## config.mk

```make
export PLATFORM = sky130hd
export DESIGN_NAME = mpu_seq
export DESIGN_NICKNAME = d
export VERILOG_FILES = /design/src/rtl/mpu_seq.sv
export SDC_FILE = /design/constraint.sdc
export NUM_CORES = 1
export LEC_CHECK = 0
export CORE_MARGIN = 3
export CORE_UTILIZATION = 51
export CTS_CLUSTER_DIAMETER = 100
export DETAILED_ROUTE_END_ITERATION = 7
export GPL_TIMING_DRIVEN = 0
export PLACE_DENSITY_LB_ADDON = 0.05
export RECOVER_POWER = 25
export SYNTH_ARGS = -nofsm -noshare
export SYNTH_HDL_FRONTEND = slang
export SYNTH_SLANG_ARGS = --single-unit
export TNS_END_PERCENT = 100
```

## constraint.sdc

```tcl
create_clock -name sys_clk -period 4.2 [get_ports sys_clk]
set_input_delay 0.84 -clock sys_clk [delete_from_list [all_inputs] [get_ports sys_clk]]
set_output_delay 0.84 -clock sys_clk [all_outputs]
set_load 0.01 [all_outputs]
```

## src/rtl/mpu_seq.sv

```systemverilog
// mpu_seq: program sequencer for the MPU instruction pointer counter.
// Fetches instruction words over a req/ack handshake, presents each word to
// the decoder, then applies the decoder outcome to the external counter:
// sequential advance, jump, call/return via a return-address stack, or halt.
//
// Ports:
//   sys_clk, sys_rst          clock, synchronous active-high reset
//   start, start_addr, stop   run control from the MPU top level
//   ip                        current counter value
//   ip_en/ip_load/ip_incr/ip_data  counter controls (combinational)
//   mem_req/mem_addr/mem_ack/mem_data  instruction fetch handshake
//   instr, instr_valid        latched word to the decoder
//   exec_*                    decoder outcome, valid with exec_done
//   busy, halted, err, sp     status
//
// Optional build macro MPU_SEQ_STEP_EN adds single-step support:
//   step_mode, step inputs, paused output and a PAUSE state.

module mpu_seq #(
  parameter int unsigned STACK_DEPTH = 8,
  parameter int unsigned STACK_AW    = 3
) (
  input  logic                sys_clk,
  input  logic                sys_rst,
  input  logic                start,
  input  logic [15:0]         start_addr,
  input  logic                stop,
  input  logic [15:0]         ip,
  output logic                ip_en,
  output logic                ip_load,
  output logic [15:0]         ip_incr,
  output logic [15:0]         ip_data,
  output logic                mem_req,
  output logic [15:0]         mem_addr,
  input  logic                mem_ack,
  input  logic [15:0]         mem_data,
  output logic [15:0]         instr,
  output logic                instr_valid,
  input  logic                exec_done,
  input  logic [15:0]         exec_len,
  input  logic                exec_jmp,
  input  logic                exec_call,
  input  logic                exec_ret,
  input  logic                exec_halt,
  input  logic [15:0]         exec_target,
  output logic                busy,
  output logic                halted,
  output logic                err,
  output logic [STACK_AW:0]   sp
`ifdef MPU_SEQ_STEP_EN
  ,
  input  logic                step_mode,
  input  logic                step,
  output logic                paused
`endif
);

  localparam int unsigned SP_W = STACK_AW + 1;

  typedef enum logic [2:0] {
    S_IDLE  = 3'd0,
    S_FETCH = 3'd1,
    S_EXEC  = 3'd2,
    S_HALT  = 3'd3,
    S_ERR   = 3'd4
`ifdef MPU_SEQ_STEP_EN
    ,
    S_PAUSE = 3'd5
`endif
  } state_t;

  state_t state_q;
  state_t run_state_c;

  logic [15:0]         stack_q [STACK_DEPTH];
  logic [STACK_AW-1:0] push_idx_c;
  logic [STACK_AW-1:0] pop_idx_c;
  logic [15:0]         link_addr_c;
  logic                go_c, take_c;
  logic                halt_c, ret_c, call_c, jmp_c, seq_c;
  logic                push_c, pop_c, fault_c;
  logic                stack_empty_c, stack_full_c;

  // Outcome decode: stop and reset override everything issued this cycle.
  always_comb begin
    go_c          = !sys_rst && !stop;
    take_c        = go_c && (state_q == S_EXEC) && exec_done;
    halt_c        = take_c && exec_halt;
    ret_c         = take_c && !exec_halt && exec_ret;
    call_c        = take_c && !exec_halt && !exec_ret && exec_call;
    jmp_c         = take_c && !exec_halt && !exec_ret && !exec_call && exec_jmp;
    seq_c         = take_c && !exec_halt && !exec_ret && !exec_call && !exec_jmp;
    stack_empty_c = (sp == '0);
    stack_full_c  = (sp == SP_W'(STACK_DEPTH));
    push_c        = call_c && !stack_full_c;
    pop_c         = ret_c && !stack_empty_c;
    fault_c       = (call_c && stack_full_c) || (ret_c && stack_empty_c);
    push_idx_c    = sp[STACK_AW-1:0];
    pop_idx_c     = sp[STACK_AW-1:0] - STACK_AW'(1);
    link_addr_c   = ip + exec_len;
  end

  // Where a completed instruction goes next when it neither halts nor faults.
  always_comb begin
    run_state_c = S_FETCH;
`ifdef MPU_SEQ_STEP_EN
    if (step_mode) run_state_c = S_PAUSE;
`endif
  end

  // Counter controls; the counter updates on the next edge.
  always_comb begin
    ip_en   = 1'b0;
    ip_load = 1'b0;
    ip_incr = 16'h0000;
    ip_data = 16'h0000;
    if (go_c && (state_q == S_IDLE) && start) begin
      ip_en   = 1'b1;
      ip_load = 1'b1;
      ip_data = start_addr;
    end else if (pop_c) begin
      ip_en   = 1'b1;
      ip_load = 1'b1;
      ip_data = stack_q[pop_idx_c];
    end else if (push_c || jmp_c) begin
      ip_en   = 1'b1;
      ip_load = 1'b1;
      ip_data = exec_target;
    end else if (seq_c) begin
      ip_en   = 1'b1;
      ip_incr = exec_len;
    end
  end

  // Sequencer state, stack pointer and instruction latch.
  always_ff @(posedge sys_clk) begin
    if (sys_rst) begin
      state_q <= S_IDLE;
      sp      <= '0;
      instr   <= 16'h0000;
    end else if (stop) begin
      state_q <= S_IDLE;
      sp      <= '0;
    end else begin
      case (state_q)
        S_IDLE: if (start) state_q <= S_FETCH;
        S_FETCH: begin
          if (mem_ack) begin
            instr   <= mem_data;
            state_q <= S_EXEC;
          end
        end
        S_EXEC: begin
          if (exec_done) begin
            if (halt_c)       state_q <= S_HALT;
            else if (fault_c) state_q <= S_ERR;
            else              state_q <= run_state_c;
            if (push_c)       sp <= sp + SP_W'(1);
            else if (pop_c)   sp <= sp - SP_W'(1);
          end
        end
`ifdef MPU_SEQ_STEP_EN
        S_PAUSE: if (step) state_q <= S_FETCH;
`endif
        default: ; // HALT and ERR hold until stop or reset
      endcase
    end
  end

  // Return-address storage; only the pointer is ever cleared.
  always_ff @(posedge sys_clk) begin
    if (push_c) stack_q[push_idx_c] <= link_addr_c;
  end

  assign mem_req     = go_c && (state_q == S_FETCH);
  assign mem_addr    = ip;
  assign instr_valid = (state_q == S_EXEC);
  assign halted      = (state_q == S_HALT);
  assign err         = (state_q == S_ERR);
  assign busy        = (state_q != S_IDLE) && (state_q != S_HALT) && (state_q != S_ERR);
`ifdef MPU_SEQ_STEP_EN
  assign paused      = (state_q == S_PAUSE);
`endif

endmodule

```

==> results.md <==
Power and ir drop:
- The worst-case IR drop observed on VDD is 0.3301 mV.
- The standby leakage power is 3.670 nW.
- The power per standard cell area is 358.3 nW/um^2.

GRT:
- For this run the aggregate overflow at the end of global routing stands at 0.
- The number of antenna violations at the first check in global routing is 0.
- In the global route stage, overall resource usage came out at 0.2339.
- The first global-routing pass estimated 28370 um of wire.
- The maximum number of pins on one net before global-route repair is 17.
- The number of global-route vias before repair is 5292.

Yosys:
- Synthesis produced a netlist with a net count of 621.
- Among all flip-flop cells after synthesis, the most frequent one is sky130_fd_sc_hd__edfxtp_1.
- The synthesized netlist cell count is ~500.
- The cell area after synthesis is between 7000 and 8000 sq um.
- The fraction of synthesized cell area in xor and xnor cells is 0.01816.
- The share of synthesized area in the top cell type comes to 0.5314.
- The combinational family with the most area after synthesis is multiplexers.
- In this run, synthesis produced a sequential element count of between 150 and 200.
- The compound-gate portion of the synthesized area came to 0.07801.
- The netlist uses 52 different library cells.
- Of the total synthesized cell area, the portion taken by full adders, half adders and majority gates is 0.03390.
- Summed over all instances, the cell type with the most area after synthesis is sky130_fd_sc_hd__edfxtp_1.
- After synthesis, the cell types taking the most area are sky130_fd_sc_hd__edfxtp_1, sky130_fd_sc_hd__mux4_2, sky130_fd_sc_hd__dfxtp_1, sky130_fd_sc_hd__ha_1, sky130_fd_sc_hd__nor2_1.
- The multiplexer fraction of the synthesized cell area is 0.1510.
- The share of the Yosys chip area taken by registers is 0.5951.
- The number of warnings printed during yosys synthesis is 0.
- After synthesis, the share of flip-flops with an asynchronous set or reset is 0.
- The average instance in the mapped netlist occupies approximately 14 sq um.
- The basic-gate share of the synthesized area counting and, or, nand and nor cells is 0.08753.
- The count of flip-flops with a built-in enable after synthesis is 128.

Layout:
- The library cell used most frequently in the layout, excluding fill and tap cells, is sky130_fd_sc_hd__clkdlybuf4s50_1.
- The net total in the final layout is 816.
- The area growth from synthesis to final layout is 37.93%.
- The proportion of layout cells with a drive suffix above 1 is 0.1972.
- For this run, the share of the core covered by cells in the final layout is 0.7359.
- 0 antenna diodes ended up in the layout.
- Leaving out fill and tap cells, the most frequent cells in the layout are sky130_fd_sc_hd__clkdlybuf4s50_1, sky130_fd_sc_hd__edfxtp_1, sky130_fd_sc_hd__nor2_1.
- Summing all non-filler instances in the final layout gives an area of 9977 sq um.

Setup path:
- In this design, the stage delay of the slowest critical-path cell is 0.56 ns.
- In this run the critical register-to-register path is launched from sp[1]$_SDFFE_PP0P_.
- The cell repeated most along the worst path is sky130_fd_sc_hd__clkdlybuf4s50_1.
- STA puts the critical path data required time at 3.36 ns.
- The capture point of the critical path is ip_data[13].
- The sort of element at the end of the critical path is an output pin.
- The register-to-register setup slack is approximately 1.2 ns.
- Traced cell by cell, the critical path runs through clkdlybuf4s50_1 > nor4b_4 > nand2_2 > nor2_4 > clkbuf_4 > a22oi_1 > a21oi_1 > clkdlybuf4s50_1.
- Data on the critical path arrives at its endpoint at 3.25 ns.
- The critical path launch point type is an input port.
- The worst setup path startpoint is stop.
- The largest fanout on the critical path is 10.
- The worst setup path is of the in2out kind.
- The capturing point of the worst reg2reg path is stack_q[0][1]$_DFFE_PP_.
- The cell with the largest stage delay on the worst path is sky130_fd_sc_hd__clkdlybuf4s50_1.
- The worst register-to-register path has a depth of 8.

Detailed routing:
- The final routed wirelength across all metal layers is approximately 18000 um.
- Dividing the detail-routed wire length by the instance count gives 19.96 um.
- For this run, design rule violations remaining after detail routing come to 0.
- Once detail routing completed, the nets flagged for antenna violations numbered 0.
- The number of optimization iterations in the first detailed-route pass is 5.
- The violation count after the first detailed-route iteration is 473.
- The average via count per standard cell is 5.731.
- The total via count after detailed routing is just over 5000.

Clock network:
- The number of CTS-inserted buffers is 17.
- The clock latency on the worst-skew pair is 0.41 ns.
- The H-tree was split into 4 levels.
- The clock-pin slew on the worst setup and hold paths is ~0.05 ns.
- No sink is reached through more buffers than the 2 on the longest clock path.
- The clock sink count is 151.
- The buffer cell driving the clock tree root is sky130_fd_sc_hd__clkbuf_16.
- The number of buffers inserted by hold repair at cts is 0.
- TritonCTS built the clock tree.

Worst hold path:
- The min-delay analysis places its worst path in the category reg2reg.
- The worst hold path begins at instr[10]$_SDFFE_PP0P_.

Floorplan:
- After floorplanning, the core was sized to cover between 10000 and 15000 sq um.
- The die extent in x is between 100 and 150 um.
- The vertical die dimension is between 100 and 150 um.
- 165 I/O pins were placed.
- The floorplan has 42 rows.
- The overall die area is around 16000 sq um.
- The initial utilization of the core area, before any placement, comes to 0.5335.

STA:
- Timing would allow up to 244.5 MHz.
- The tightest slew margin relative to the limit is 0.4115.
- Setup repair after global routing left no endpoint under its margin.
- The minimum period implied by the final worst setup slack is 4.091 ns.
- The slew at the pin with the worst max-slew slack is 0.8779 ns.
- Setup violations remaining at the end of the flow were counted as 0.
- The hold violation count in the final report came to 0.
- Across the routed clock network, the largest skew measured is 0.007076 ns.
- The post-route clock period utilization is 0.9740.
- The max-slew violation total from the final report is 0.

Place:
- Input and output buffers added on the ports amount to around 160.
- Summed over all nets, the half-perimeter wirelength after detailed placement is 12860 um.
- The placed instance area is 9230 sq um.
- At the end of routability-driven placement, the weighted congestion stood at 0.7833.

Status:
- The run finished with clean final reports.

Run:
- The max-capacitance violation count is 0.
[registers in the layout (all words and copies together), names as in the netlist]
signal and flops:
instr 16, stack_q 128, state_q 3, sp 4
[synth_stat cells (all sizes together) (3+ instances only)]
library cell,instances
xor2,5
buf,24
nor2,56
edfxtp,128
dfxtp,23
nand2,13
mux2i,18
inv,11
nor3b,3
a21oi,30
a31oi,5
nor2b,5
o21ai,8
mux4,32
a22oi,16
nand2b,5
nand3,3
o21a,4
nor3,7
and2,22
ha,18
xnor2,10
clkbuf,14
a21o,7
mux2,17
[per-layer routing]
metal | vias up | share of wire | track usage
met1 | 2519 | 0.41 | 0.3051
met2 | 237 | 0.50 | 0.3812
met5 | - | 0 | 0
li1 | 2344 | - | -
met3 | 35 | 0.066 | 0.06055
met4 | 0 | 0.024 | 0.08801
[kinds of logic (layout without fill, tap and decap cells)]
kind of cell	Yosys count	count (layout)
and+or+nand+nor	124	124
DFF	151	151
muxes	67	67
adders and majority gates	19	19
buffers and inverters	49	257
xor gates and xnor gates	15	15
AOI/OAI and AO/OA	87	87
[stage by stage]
stage,setup slack [ns],instances,setup TNS (ns),hold slack [ns],total power [mW]
final,0.1092,896,0,0.4916,3.574
after global routing,0.001966,896,0,0.5340,3.693
after CTS,0.007673,892,0,0.5032,3.591
after detailed placement,-0.5227,860,-10.52,0.4890,2.082
after global placement,-0.7065,851,-38.44,0.4732,2.063
after floorplan,0.8507,512,0,0.5354,1.893
[where the power goes]
group          switching, mW  total [mW]  internal (mW)
Sequential           0.00230        1.69           1.69
Combinational          0.187       0.362          0.175
Clock                  0.551        1.52          0.970
Total                  0.741        3.57           2.83
[cell type report]
type,count,area [sq um]
fillers,874,3581
well taps,176,220.2
repair buffers,178,1790
inverters,11,41.29
flip-flops and latches,151,4305
multi-input cells,312,2744
plain buffers,36,262.8
clock buffers,27,556.8
clock inverters,5,56.30
[timing repair]
item                                    4_1_cts  5_1_grt
pin swaps                                     1        1
endpoints found under the setup margin       28       16
setup buffers                                 2        4
gates resized for setup                      23       12
[how the worst min path moves through the flow]
stage | end | slack [ns] | cells past startpoint
after CTS | instr[10]$_SDFFE_PP0P_ | 0.50 | 2
final | instr[10]$_SDFFE_PP0P_ | 0.49 | 2
after detailed placement | instr[9]$_SDFFE_PP0P_ | 0.49 | 2
after floorplan | instr[0]$_SDFFE_PP0P_ | 0.54 | 2
after global routing | instr[14]$_SDFFE_PP0P_ | 0.53 | 2
after global placement | instr[14]$_SDFFE_PP0P_ | 0.47 | 2
[worst max-delay path: cells and delay by family]
kind                   cells  cell delay, ns
buffers and inverters      3            1.32
AOI/OAI and AO/OA          2            0.27
and+or+nand+nor            3            0.82
(Power assumes the default switching activity.)
